--- config.mk ---
export PLATFORM = sky130hd
export DESIGN_NAME = fetch_unit
export DESIGN_NICKNAME = d
export VERILOG_FILES = /design/src/rtl/cpu_types_pkg.sv /design/src/rtl/fetch_skid_buf.sv /design/src/rtl/fetch_unit.sv
export SDC_FILE = /design/constraint.sdc
export NUM_CORES = 1
export LEC_CHECK = 0
export CORE_MARGIN = 2
export CORE_UTILIZATION = 45
export CTS_CLUSTER_SIZE = 40
export DETAILED_ROUTE_END_ITERATION = 10
export GPL_ROUTABILITY_DRIVEN = 0
export PLACE_DENSITY = 0.75
export SLEW_MARGIN = 20
export SYNTH_ARGS = -nofsm -noshare
export SYNTH_HDL_FRONTEND = slang
export SYNTH_SLANG_ARGS = --single-unit
--- constraint.sdc ---
create_clock -name CLK -period 2.6 [get_ports CLK]
set_input_delay 0.52 -clock CLK [delete_from_list [all_inputs] [get_ports CLK]]
set_output_delay 0.52 -clock CLK [all_outputs]
set_load 0.01 [all_outputs]
--- src/rtl/cpu_types_pkg.sv ---
// Shared CPU front-end types: fetch FSM states, the machine word and the PC step.
package cpu_types_pkg;

    localparam int unsigned WORD_BITS = 32;
    localparam int unsigned PC_INC    = 4;

    typedef logic [WORD_BITS-1:0] word_t;

    typedef enum logic [1:0] {
        FETCH,
        DROP,
        HALTED
    } fetch_state_t;

endpackage

--- src/rtl/fetch_skid_buf.sv ---
// One-entry (ins, npc) holding register with load/unload/flush; used by fetch_unit
// only when FETCH_SKID_EN is defined. Flush wins over load, load wins over unload.
module fetch_skid_buf #(
    parameter int unsigned WORD_W = 32
) (
    input  logic              CLK,
    input  logic              RST,
    input  logic              load,
    input  logic              unload,
    input  logic              flush,
    input  logic [WORD_W-1:0] d_ins,
    input  logic [WORD_W-1:0] d_npc,
    output logic              valid,
    output logic [WORD_W-1:0] q_ins,
    output logic [WORD_W-1:0] q_npc
);

    logic              valid_q, valid_d;
    logic [WORD_W-1:0] ins_q, ins_d;
    logic [WORD_W-1:0] npc_q, npc_d;

    always_comb begin
        // NOTE: every _d takes its held value first, so no path through the block leaves it unassigned and no latch is inferred.
        valid_d = valid_q;
        ins_d   = ins_q;
        npc_d   = npc_q;
        if (flush) begin
            valid_d = 1'b0;
        end else if (load) begin
            valid_d = 1'b1;
            ins_d   = d_ins;
            npc_d   = d_npc;
        end else if (unload) begin
            valid_d = 1'b0;
        end
    end

    always_ff @(posedge CLK) begin
        // NOTE: non-blocking assignments so every flop updates from pre-edge values whatever the statement order.
        if (RST) begin
            valid_q <= 1'b0;
            ins_q   <= '0;
            npc_q   <= '0;
        end else begin
            valid_q <= valid_d;
            ins_q   <= ins_d;
            npc_q   <= npc_d;
        end
    end

    assign valid = valid_q;
    assign q_ins = ins_q;
    assign q_npc = npc_q;

endmodule

--- src/rtl/fetch_unit.sv ---
// Instruction-fetch stage: owns the PC, drives the I-memory read port and hands registered
// instructions to decode. Define FETCH_SKID_EN to add a one-entry skid buffer behind the output.
module fetch_unit
    import cpu_types_pkg::*;
#(
    parameter int unsigned       WORD_W = 32,
    parameter logic [WORD_W-1:0] PC0    = '0
) (
    input  logic              CLK,
    input  logic              RST,
    input  logic              ihit,
    input  logic [WORD_W-1:0] iload,
    output logic              iREN,
    output logic [WORD_W-1:0] iaddr,
    input  logic              stall,
    input  logic              redirect,
    input  logic [WORD_W-1:0] redirectPC,
    input  logic              halt,
    output logic [WORD_W-1:0] ins,
    output logic [WORD_W-1:0] npc,
    output logic              insValid,
    output logic              halted
);

    fetch_state_t      state_q, state_d;
    logic [WORD_W-1:0] pc_q, pc_d;
    logic [WORD_W-1:0] ins_q, ins_d;
    logic [WORD_W-1:0] npc_q, npc_d;
    logic [WORD_W-1:0] pend_pc_q, pend_pc_d;
    logic              ins_valid_q, ins_valid_d;
    logic              halt_pend_q, halt_pend_d;

    logic [WORD_W-1:0] pc_inc;
    logic [WORD_W-1:0] redirect_pc;
    logic              out_full;
    logic              fetch_fire;
    logic              req_open;

    assign pc_inc      = pc_q + WORD_W'(PC_INC);
    assign redirect_pc = {redirectPC[WORD_W-1:2], 2'b00};

`ifdef FETCH_SKID_EN
    logic              skid_valid;
    logic              skid_load;
    logic              skid_unload;
    logic              skid_flush;
    logic [WORD_W-1:0] skid_ins;
    logic [WORD_W-1:0] skid_npc;

    fetch_skid_buf #(.WORD_W(WORD_W)) u_skid (
        .CLK    (CLK),
        .RST    (RST),
        .load   (skid_load),
        .unload (skid_unload),
        .flush  (skid_flush),
        .d_ins  (iload),
        .d_npc  (pc_inc),
        .valid  (skid_valid),
        .q_ins  (skid_ins),
        .q_npc  (skid_npc)
    );

    assign out_full = ins_valid_q && skid_valid;
`else
    assign out_full = ins_valid_q && stall;
`endif

    // A request already on the bus can never be withdrawn, so a redirect/halt against it must wait in DROP.
    assign iREN       = !RST && (((state_q == FETCH) && !out_full) || (state_q == DROP));
    assign fetch_fire = (state_q == FETCH) && iREN && ihit;
    assign req_open   = iREN && !ihit;

    always_comb begin
        state_d     = state_q;
        pc_d        = pc_q;
        ins_d       = ins_q;
        npc_d       = npc_q;
        ins_valid_d = ins_valid_q;
        pend_pc_d   = pend_pc_q;
        halt_pend_d = halt_pend_q;
`ifdef FETCH_SKID_EN
        skid_load   = 1'b0;
        skid_unload = 1'b0;
        skid_flush  = halt || redirect;
`endif
        if (halt || redirect) begin
            ins_valid_d = 1'b0;
        end

        unique case (state_q)
            FETCH: begin
                if (halt) begin
                    if (req_open) begin
                        state_d     = DROP;
                        halt_pend_d = 1'b1;
                    end else begin
                        state_d = HALTED;
                    end
                end else if (redirect) begin
                    if (req_open) begin
                        state_d   = DROP;
                        pend_pc_d = redirect_pc;
                    end else begin
                        pc_d = redirect_pc;
                    end
                end else if (fetch_fire) begin
                    pc_d = pc_inc;
`ifdef FETCH_SKID_EN
                    if (ins_valid_q && stall) begin
                        skid_load = 1'b1;
                    end else begin
                        ins_d       = iload;
                        npc_d       = pc_inc;
                        ins_valid_d = 1'b1;
                    end
`else
                    ins_d       = iload;
                    npc_d       = pc_inc;
                    ins_valid_d = 1'b1;
`endif
                end else if (!stall) begin
`ifdef FETCH_SKID_EN
                    if (skid_valid) begin
                        ins_d       = skid_ins;
                        npc_d       = skid_npc;
                        skid_unload = 1'b1;
                    end else begin
                        ins_valid_d = 1'b0;
                    end
`else
                    ins_valid_d = 1'b0;
`endif
                end
            end
            DROP: begin
                if (redirect) begin
                    pend_pc_d = redirect_pc;
                end
                if (halt) begin
                    halt_pend_d = 1'b1;
                end
                if (ihit) begin
                    if (halt_pend_q || halt) begin
                        state_d = HALTED;
                    end else begin
                        pc_d    = redirect ? redirect_pc : pend_pc_q;
                        state_d = FETCH;
                    end
                end
            end
            HALTED: begin
                ins_valid_d = 1'b0;
            end
            default: begin
                state_d = FETCH;
            end
        endcase
    end

    always_ff @(posedge CLK) begin
        if (RST) begin
            state_q     <= FETCH;
            pc_q        <= PC0;
            ins_q       <= '0;
            npc_q       <= '0;
            ins_valid_q <= 1'b0;
            pend_pc_q   <= '0;
            halt_pend_q <= 1'b0;
        end else begin
            state_q     <= state_d;
            pc_q        <= pc_d;
            ins_q       <= ins_d;
            npc_q       <= npc_d;
            ins_valid_q <= ins_valid_d;
            pend_pc_q   <= pend_pc_d;
            halt_pend_q <= halt_pend_d;
        end
    end

    assign iaddr    = pc_q;
    assign ins      = ins_q;
    assign npc      = npc_q;
    assign insValid = ins_valid_q;
    assign halted   = (state_q == HALTED);

endmodule
## Word-level counts from Yosys, hierarchy flattened

Cells that the tools add are included.

- Register bits after elaboration: 132
- Input port bits: 70
- Word-level logic and storage cells: 72

- $add $sub $neg: 1
- Equal/unequal tests: 13
- Muxes and demuxes: 29
- Bitwise logic cells: 3
- Reduce and logical (&&, ||, !) cells: 19

Operators by type and width:

| kind | count |
|---|---|
| $mux 32 | 10 |
| $pmux 32 s2 | 2 |
| $add 32x3->32 const B | 1 |
| $reduce_and 4->1 | 4 |
| $ne 2x2->1 const B | 7 |
| $mux 2 | 6 |
| $ne 3x3->1 const B | 4 |
| $mux 1 | 8 |
| $logic_and 1x1->1 | 6 |
| $pmux 2 s3 | 1 |
| $reduce_and 6->1 | 1 |
| $pmux 1 s2 | 2 |
| $logic_not 1->1 | 3 |
| $logic_or 1x1->1 | 3 |
| $not 1->1 | 3 |
| $eq 2x1->1 const B | 1 |
| $eq 2x2->1 const B | 1 |
| $logic_not 2->1 | 1 |
| $reduce_bool 2->1 | 1 |

## Longest topological paths before layout

Gate-level depths: netlist (run 1).

- Depth after elaboration: 11
- Depth in mapped cells: 8
- Mapped depth without buffers: 6

## Worst setup path before layout (run 1)

No wires, ideal clock.

- Path kind: reg2reg
- From: register pc_q[2], in the netlist iaddr[2]
- To: register pc_q[18], in the netlist iaddr[18]
- Library setup time: 0.092 ns
- Data arrival time: 1.913 ns
- Required time: 2.508 ns
- Slack: 0.594 ns
- Cell stages (with the launch flop): 8
- Buffers on the path: 1
- Period minus slack after synthesis: 2.006 ns
- Cells stage by stage: dfxtp_1 ha_1 nand2_1 or4_1 buf_2 o41ai_2 mux2i_1 o32ai_1

- Word-level cells in the longest chain between the ends: 5

Ends and longest elaborated chain:

| item | RTL line | RTL |
|---|---|---|
| start, declared | fetch_unit.sv:26 | `logic [WORD_W-1:0] pc_q, pc_d;` |
| start signal, assigned | fetch_unit.sv:171 | `pc_q <= pc_d;` |
| $add 32x3->32 | fetch_unit.sv:39 | `assign pc_inc = pc_q + WORD_W'(PC_INC);` |
| $mux 32 | fetch_unit.sv:106 | `end else if (fetch_fire) begin` |
| $mux 32 | fetch_unit.sv:99 | `end else if (redirect) begin` |
| $mux 32 | fetch_unit.sv:92 | `if (halt) begin` |
| $pmux 32 s2 | fetch_unit.sv:90 | `unique case (state_q)` |

No other way between the ends. The select of a mux whose other input is x is not followed.
A chain may end at the register's enable or synchronous reset.

## Worst setup path in the final report (run 1)

- From: input port stall
- To: output port iREN

- Word-level cells in the longest chain between the ends: 5

Ends and longest elaborated chain:

| item | RTL line | RTL |
|---|---|---|
| start, declared | fetch_unit.sv:15 | `input logic stall,` |
| $logic_and 1x1->1 | fetch_unit.sv:65 | `assign out_full = ins_valid_q && stall;` |
| $logic_not 1->1 | fetch_unit.sv:69 | `assign iREN = !RST && (((state_q == FETCH) && !out_full) \|\| (state_q == DROP));` |
| $logic_and 1x1->1 | fetch_unit.sv:69 |  |
| $logic_or 1x1->1 | fetch_unit.sv:69 |  |
| $logic_and 1x1->1 | fetch_unit.sv:69 |  |
| end, declared | fetch_unit.sv:13 | `output logic iREN,` |

No other way between the ends.

==> results of run 1 <==
==> through the flow <==
| stage | worst slack, ns | total power [mW] |
|---|---|---|
| after floorplan | 0.594 | 2.52 |
| after global placement | 0.133 | 2.87 |
| after detailed placement | 0.114 | 2.88 |
| after CTS | 0.163 | 5.62 |
| after global routing | 0.0701 | 5.78 |
| final | 0.162 | 5.60 |
==> flip-flops by register name, indices dropped and copies added (netlist names) <==
register     flops
pend_pc_q       32
state_q          2
npc             32
halt_pend_q      1
ins             32
iaddr           32
insValid         1
==> area by class of cell <==
type	instances	area, µm²
clock buffers	19	453
clock inverters	13	229
fillers	1159	4520
inverters	11	41.3
multi-input cells	593	3230
flip-flops and latches	132	2640
well taps	176	220
repair buffers	201	2010
==> cells in the final DEF (no fill, tap or decap), drive strengths merged, types with 8 or more instances in the layout <==
| cell | count |
|---|---|
| nand2 | 175 |
| clkdlybuf4s50 | 165 |
| dfxtp | 132 |
| a21oi | 104 |
| nor2 | 71 |
| a211oi | 37 |
| buf | 36 |
| o21ai | 27 |
| nand3 | 21 |
| clkbuf | 19 |
| xnor2 | 17 |
| nor3 | 13 |
| nand4 | 12 |
| inv | 11 |
| xor2 | 11 |
| nor4 | 11 |
| and3 | 10 |
| nor2b | 8 |
==> per-layer routing <==
layer | routed length, µm | part of all wire [%]
met1 | 8310 | 44
met2 | 8430 | 45
met4 | 304 | 1.6
met3 | 1790 | 9.5
met5 | 0 | 0
==> worst paths after layout <==
| check | from | to | slack [ns] | cells after the start |
|---|---|---|---|---|
| max | stall | iREN | 0.16 | 5 |
| min reg2reg | ins[21]$_SDFFE_PP0P_ | ins[21]$_SDFFE_PP0P_ | 0.45 | 2 |
| min | RST | ins[27]$_SDFFE_PP0P_ | 0.36 | 2 |
| max reg2reg | iaddr[22]$_SDFFE_PP0P_ | npc[28]$_SDFFE_PP0P_ | 0.38 | 5 |
==> power by group <==
group	leakage, nW	internal (mW)	total [mW]	switching (mW)
Clock	0.321	1.84	2.75	0.905
Sequential	1.07	2.09	2.18	0.0866
Combinational	1.61	0.331	0.666	0.335
Total	3.00	4.27	5.60	1.33
==> cell families (layout without fill, tap and decap cells) <==
| logic type | after synthesis | count (layout) | synth area share, % |
|---|---|---|---|
| buffers and inverters | 82 | 244 | 5.39 |
| XOR/XNOR | 28 | 28 | 3.96 |
| AO/OA/AOI/OAI | 214 | 214 | 21.5 |
| multiplexers | 2 | 2 | 0.404 |
| AND/OR/NAND/NOR | 348 | 348 | 25.9 |
| flip-flops | 132 | 132 | 42.7 |
| adder cells (fa/ha/maj) | 1 | 1 | 0.202 |
==> metrics.txt, run 1 <==
clock-pin slew on the worst setup and hold paths 0.06 ns; status finished, final reports clean; post-cts resize count 0; Clock Sinks 132; Starting Density 46.4%; final cell count without fillers 1145; Core ar. 13300 µm²; vias per cell 5.48; Worst Max-Slew Pin Slew 0.978 ns; post-synth cell types 62; met1 Usage GRT 36.2%; met3 GRT Util 7.94%; syn nets 878; DR iter-0 viols 653; Detailed Place HPWL 12600 µm; Crit path top cell by count clkdlybuf4s50_1; GRT Max-Usage Layer met2; wire per inst 16.5 µm; Leakage 3.00 nW; sequential area share after synthesis 42.7%; grt met2 use 37.9%; post-route clock period utilization 93.8%; final setup vio count 0; Crit path max-delay family buffers and inverters; CTS tree yes; Final min period 2.44 ns; critical path type in -> out; die extent in x 121 µm; Slew Limit Fails 0; Peak supply drop 0.380 mV; slew margin rel. 34.8%; max-cap violations 0; most common cell in the synthesized netlist nand2_1; ys async rst share 0%; Final Core Density 66.1%; Tot GR Track Use 25.9%; worst path bufs/invs 3; Clock Skew 0.00610 ns; Layout Nets 1027; dpl cell area 8150 µm²; area growth from synthesis to layout 42.5%; PortBufs 166; cts bufs inserted 17; unrepaired setup endpoints after global routing false; antenna cells 0; Synth top area share 42.7%; critical path's largest stage delay 0.49 ns; placed cell count 1113; class of the worst hold path in -> reg; via count 6275; row count 42; crit-path max FO 3; DIE AREA 14700 µm²; Critical Path Slowest Stage Cell clkdlybuf4s50_1; initial antenna violation count 0; synthesized area per cell 7.68 µm²; grt total ovfl 0; chain of cells forming the critical path clkdlybuf4s50_1 -> nand2_1 -> o21ai_0 -> inv_1 -> clkdlybuf4s50_1; DRC viols 0; biggest area consumer among synthesized cells dfxtp_1; layout cells sized above 1 9.39%; PD cells 634 nW/µm²; hold bufs inserted after CTS 0; Clock Root Buffer clkbuf_16; # Post-CTS Setup Buffers 0; Ports 169; first-pass GRT wire length 30100 µm; vias in the first global route 5877; Pre-antenna DRT Iters 5; final WL 18800 µm; list of most frequent post-synthesis cells nand2_1 (175), dfxtp_1 (132), a21oi_1 (104); final hold vios 0; Post-DRT Antenna Nets 0; Die Span Y 121 µm; design area 8830 µm²; crit path DAT 1.92 ns; Main synth FF type dfxtp_1; synthesized area 6190 µm²; CTS max path bufs 2; EDFF count, synth 0; critical path data required time 2.08 ns; f_max 410 MHz; largest net degree at the start of global routing 91; Hold Slack 0.365 ns; Yosys warnings 0; Total Neg Setup Slack 0 ns; largest cells by area after synthesis dfxtp_1 (43%), nand2_1 (11%), a21oi_1 (8.4%); Cells after Synth 807; Seq cells post-synth 132; H-tree levels 4; CP Capture Type primary output; crit start category input pin; worst skew pair latency 0.42 ns
Note: power is estimated with default switching activity, not from simulation.
==> inputs of run 2 (changes only) <==
- SLEW_MARGIN: 20 -> 0
==> results of run 2 <==
The final DEF is identical to that of run 1; final timing and power are the same.
